[src/rtl/sum_uart_tx.sv]
// sum_uart_tx: adds two bytes and sends the 8-bit sum as one UART frame
// (start bit, sum[0]..sum[7], optional even parity, stop bit).
// Optional feature macro: SUM_UART_TX_PARITY_EN inserts an even-parity bit
// between the data bits and the stop bit (8E1 instead of 8N1).
module sum_uart_tx #(
    parameter int CLKS_PER_BIT = 16
) (
    input  logic       clk,
    input  logic       rst,
    input  logic [7:0] a,
    input  logic [7:0] b,
    input  logic       start,
    output logic       tx,
    output logic       busy,
    output logic       done,
    output logic [7:0] sum
);

    localparam int CW = (CLKS_PER_BIT > 1) ? $clog2(CLKS_PER_BIT) : 1;
    localparam logic [CW-1:0] RELOAD = CW'(CLKS_PER_BIT - 1);

`ifdef SUM_UART_TX_PARITY_EN
    typedef enum logic [2:0] {IDLE, START, DATA, PARITY, STOP} state_t;
`else
    typedef enum logic [2:0] {IDLE, START, DATA, STOP} state_t;
`endif

    state_t        state_q, state_d;
    logic [CW-1:0] cnt_q, cnt_d;
    logic [2:0]    idx_q, idx_d;
    logic          tx_q, tx_d;
    logic          busy_q, busy_d;
    logic          done_q, done_d;
    logic [7:0]    sum_q, sum_d;
    logic          bit_end;

    // The current bit period ends when the down-counter has reached zero.
    assign bit_end = (cnt_q == '0);

    // Next-state logic; tx_d is the line value for the cycle after this edge,
    // so the serial output always comes straight from a flop.
    always_comb begin
        state_d = state_q;
        cnt_d   = cnt_q;
        idx_d   = idx_q;
        tx_d    = tx_q;
        busy_d  = busy_q;
        done_d  = 1'b0;
        sum_d   = sum_q;
        case (state_q)
            IDLE: begin
                tx_d   = 1'b1;
                busy_d = 1'b0;
                cnt_d  = '0;
                idx_d  = 3'd0;
                if (start) begin
                    state_d = START;
                    sum_d   = a + b;
                    tx_d    = 1'b0;
                    busy_d  = 1'b1;
                    cnt_d   = RELOAD;
                end
            end
            START: begin
                if (bit_end) begin
                    state_d = DATA;
                    idx_d   = 3'd0;
                    tx_d    = sum_q[0];
                    cnt_d   = RELOAD;
                end else begin
                    cnt_d = cnt_q - CW'(1);
                end
            end
            DATA: begin
                if (bit_end) begin
                    cnt_d = RELOAD;
                    if (idx_q == 3'd7) begin
`ifdef SUM_UART_TX_PARITY_EN
                        state_d = PARITY;
                        tx_d    = ^sum_q;
`else
                        state_d = STOP;
                        tx_d    = 1'b1;
`endif
                    end else begin
                        idx_d = idx_q + 3'd1;
                        tx_d  = sum_q[idx_q + 3'd1];
                    end
                end else begin
                    cnt_d = cnt_q - CW'(1);
                end
            end
`ifdef SUM_UART_TX_PARITY_EN
            PARITY: begin
                if (bit_end) begin
                    state_d = STOP;
                    tx_d    = 1'b1;
                    cnt_d   = RELOAD;
                end else begin
                    cnt_d = cnt_q - CW'(1);
                end
            end
`endif
            STOP: begin
                if (bit_end) begin
                    state_d = IDLE;
                    tx_d    = 1'b1;
                    busy_d  = 1'b0;
                    done_d  = 1'b1;
                    cnt_d   = '0;
                end else begin
                    cnt_d = cnt_q - CW'(1);
                end
            end
            default: begin
                state_d = IDLE;
                tx_d    = 1'b1;
                busy_d  = 1'b0;
                cnt_d   = '0;
            end
        endcase
    end

    // State and output registers; reset forces the line high at once.
    always_ff @(posedge clk or posedge rst) begin
        if (rst) begin
            state_q <= IDLE;
            cnt_q   <= '0;
            idx_q   <= 3'd0;
            tx_q    <= 1'b1;
            busy_q  <= 1'b0;
            done_q  <= 1'b0;
            sum_q   <= 8'h00;
        end else begin
            state_q <= state_d;
            cnt_q   <= cnt_d;
            idx_q   <= idx_d;
            tx_q    <= tx_d;
            busy_q  <= busy_d;
            done_q  <= done_d;
            sum_q   <= sum_d;
        end
    end

    assign tx   = tx_q;
    assign busy = busy_q;
    assign done = done_q;
    assign sum  = sum_q;

endmodule

[config.mk]
export PLATFORM = sky130hd
export DESIGN_NAME = sum_uart_tx
export DESIGN_NICKNAME = d
export VERILOG_FILES = /design/src/rtl/sum_uart_tx.sv
export SDC_FILE = /design/constraint.sdc
export NUM_CORES = 1
export LEC_CHECK = 0
export BUFFER_PORTS_ARGS = -buffer_cell sky130_fd_sc_hd__buf_2
export CAP_MARGIN = 20
export CORE_ASPECT_RATIO = 1.4
export CORE_MARGIN = 3
export CORE_UTILIZATION = 30
export DETAILED_ROUTE_END_ITERATION = 12
export HOLD_SLACK_MARGIN = 0.15
export SYNTH_ARGS = -nofsm -noshare
export SYNTH_HDL_FRONTEND = slang
export SYNTH_SLANG_ARGS = --single-unit
export TNS_END_PERCENT = 1
[constraint.sdc]
create_clock -name clk -period 1.9 [get_ports clk]
set_input_delay 0.19 -clock clk [delete_from_list [all_inputs] [get_ports clk]]
set_output_delay 0.19 -clock clk [all_outputs]
set_load 0.01 [all_outputs]
==> flow_metrics.tcl <==
set metrics [dict create \
    drive_above_1_share_pct 27.4 \
    start_util_pct 31.2 \
    synthCells 132 \
    port-buffer-count 29 \
    numCtsBuffers 3 \
    setup-tns-final_ns 0 \
    path_clk_slew_ns 0.08 \
    drcViolationCount 0 \
    antenna_found_initial 0 \
    busiest_layer "met2" \
    grtUsageMet3_pct 1.99 \
    synth_edf_count 0 \
    fin_crit_ns 1.77 \
    holdPathStages 3 \
    ys_ff_latch 20 \
    die_x_um 62.4 \
    ys_types 42 \
    worstSetupStartpointType "register" \
    die_area_sq_um 5300 \
    antenna_cells 0 \
    p_total_w 0.00238 \
    pin_count 30 \
    cts_max_level 1 \
    ant_nets 0 \
    cts_setup_buffers 0 \
    drv_cap 0 \
    path_max_fanout 3 \
    overflow 0 \
    grt_use_met1_pct 14.2 \
    tritoncts "yes" \
    path_common_cell "ha_1" \
    cpPeakStageDelay_ns 0.50 \
    coreArea_sq_um 4270 \
    fin_nets 203 \
    synth_nets 166 \
    syn2layout_area_growth_pct 23.3 \
    hpwl_um 2240 \
    cts_resized 0 \
    drt_iter0_drc 28 \
    rsz0062_at_grt "no" \
    fin_ws_ns 0.131 \
    grt_pass1_wl_um 4930 \
    gp_congestion 0.802 \
    post-route-period-util_pct 93.1 \
    first_global_vias 1123 \
    cts.sinks 20 \
    clock_skew_ns 0.00102 \
    clockBufferDepth 2 \
    crit_arrival_ns 1.95 \
    grt_max_degree 21 \
    synth_ff_type "dfrtp_1" \
    end_kind "register" \
    drt_first_pass_iters 4 \
    postSynthAreaPerCell_sq_um 10.1 \
    worst_pin_slew_ns 0.765 \
    root_buffer "clkbuf_8" \
    grt_usage_pct 11.5 \
    relSlewSlack_pct 49.0 \
    ys_warn_count 0 \
    min_path_type "in2reg" \
    hold_viol_final 0 \
    whs_ns 0.253 \
    status "finished clean" \
    crit_buf_inv 0 \
    met2_usage_pct 19.0 \
    peakVddDrop_uv 332 \
    yosysSeqAreaShare_pct 37.6 \
    cp_num_cells 5 \
    rows 28 \
    dp_slack_ns 0.0313 \
    critPathSlowestCell "mux4_2" \
    crit_required_ns 2.08 \
    setup_viol 0 \
    fmax_ghz 0.565 \
    ff2ff_path_depth 5 \
    routed_wl_um 2780 \
    routed_via_density 4.79 \
    clk_latency_ns 0.26 \
    die_height_um 84.9 \
    wl_per_cell_um 12.2 \
    critPathKind "reg2reg" \
    slew_violations 0 \
    syn_area_sq_um 1340 \
    via_count 1092 \
    path_delay_family "multiplexers" \
    p_leak_nw 0.786 \
    crit_chain "ha_1, ha_1, mux4_2, mux2i_1, a311oi_1" \
    power_density_nw_per_um2 1450 \
    synthArstFlopShare_pct 100 \
]
[state kept, by name, indices dropped and copies added (netlist names)]
signal,cells
busy,1
sum,8
idx_q,3
done,1
state_q,2
tx,1
cnt_q,4
[timing repair]
action                                  in CTS  in global routing
hold buffers                                 1                  0
endpoints found under the setup margin       0                  0
hold endpoints to repair                    19                  0
[final timing paths]
check / from / endpoint / slack, ns
worst max-delay path: idx_q[0]$_DFFE_PP0P_ / tx$_DFFE_PP1P_ / 0.13
worst min-delay path: b[0] / sum[0]$_DFFE_PP0P_ / 0.25
worst max register to register: idx_q[0]$_DFFE_PP0P_ / tx$_DFFE_PP1P_ / 0.13
worst min register to register: busy$_DFFE_PP0P_ / busy$_DFFE_PP0P_ / 0.49
max in group asynchronous: rst / sum[1]$_DFFE_PP0P_ / 0.82
min in group asynchronous: rst / cnt_q[1]$_DFF_PP0_ / 0.60
[stage by stage]
step | utilization, % | area [sq um] | std cells
global route | 38.5 | 1650 | 228
finish | 38.5 | 1650 | 228
global placement | 37.0 | 1580 | 223
detailed placement | 37.0 | 1580 | 223
floorplan | - | 1340 | 132
CTS | 38.5 | 1650 | 228
[report_power, final]
| part | internal (W) | switching, W |
|---|---|---|
| Combinational | 0.000587 | 0.000664 |
| Sequential | 0.000622 | 0.000177 |
| Clock | 0.000185 | 0.000147 |
| Total | 0.00139 | 0.000988 |
[layout by cell type, fill, tap and decap left out, types with 2 or more instances in the layout]
cell type  synthesis  final
a21o_1             4      4
a21oi_1            9      9
buf_2              0     29
buf_4              0      5
clkbuf_8           0      4
dfrtp_1           19     19
ha_1              14     14
inv_1              7      7
mux2_1             3      3
mux2i_1            2      2
mux4_2             2      2
nand2_1           13     13
nand3_1            4      4
nor2_1             6      6
nor3_1             4      4
o21ai_0            2      2
o21ai_1            8      8
or4_1              2      2
xnor2_1            4      4
xor2_1             2      2
[final cells by class]
cell class,count,area [sq um]
Tap cell,60,75.1
Multi-Input combinational cell,102,796
Clock buffer,4,55.1
Fill cell,458,2630
Sequential cell,20,502
Inverter,7,26.3
Timing Repair Buffer,35,193
[metal layers]
layer	wire length, um	vias up
li1	-	559
met1	1240	491
met2	1310	33
met3	148	9
met4	84	0
met5	0	-
[synth_stat cells, types with 2 or more instances]
library cell	number	area, sq um
dfrtp_1	19	475
ha_1	14	175
nand2_1	13	48.8
a21oi_1	9	45.0
o21ai_1	8	40.0
inv_1	7	26.3
nor2_1	6	22.5
a21o_1	4	30.0
nand3_1	4	20.0
nor3_1	4	20.0
xnor2_1	4	35.0
clkbuf_1	3	11.3
mux2_1	3	33.8
mux2i_1	2	20.0
mux4_2	2	45.0
o21ai_0	2	10.0
or4_1	2	15.0
xor2_1	2	17.5
[worst reg2reg max path, cell delays in order, from the launching register on]
cell and delay [ns]:
dfrtp_1 0.38, ha_1 0.20, ha_1 0.35, mux4_2 0.50, mux2i_1 0.15, a311oi_1 0.10
[kinds of logic (layout without fill, tap and decap cells)]
| kind of cell | count (synthesis) | after routing | share of synthesized area (%) |
|---|---|---|---|
| AO/OA/AOI/OAI | 38 | 38 | 19.4 |
| AND/OR/NAND/NOR | 36 | 36 | 14.2 |
| flip-flops | 20 | 20 | 37.6 |
| adder cells (fa/ha/maj) | 15 | 15 | 14.6 |
| buffers and inverters | 10 | 46 | 2.81 |
| multiplexers | 7 | 7 | 7.40 |
| XOR/XNOR | 6 | 6 | 3.94 |
Power figures use the tool's default switching activity.
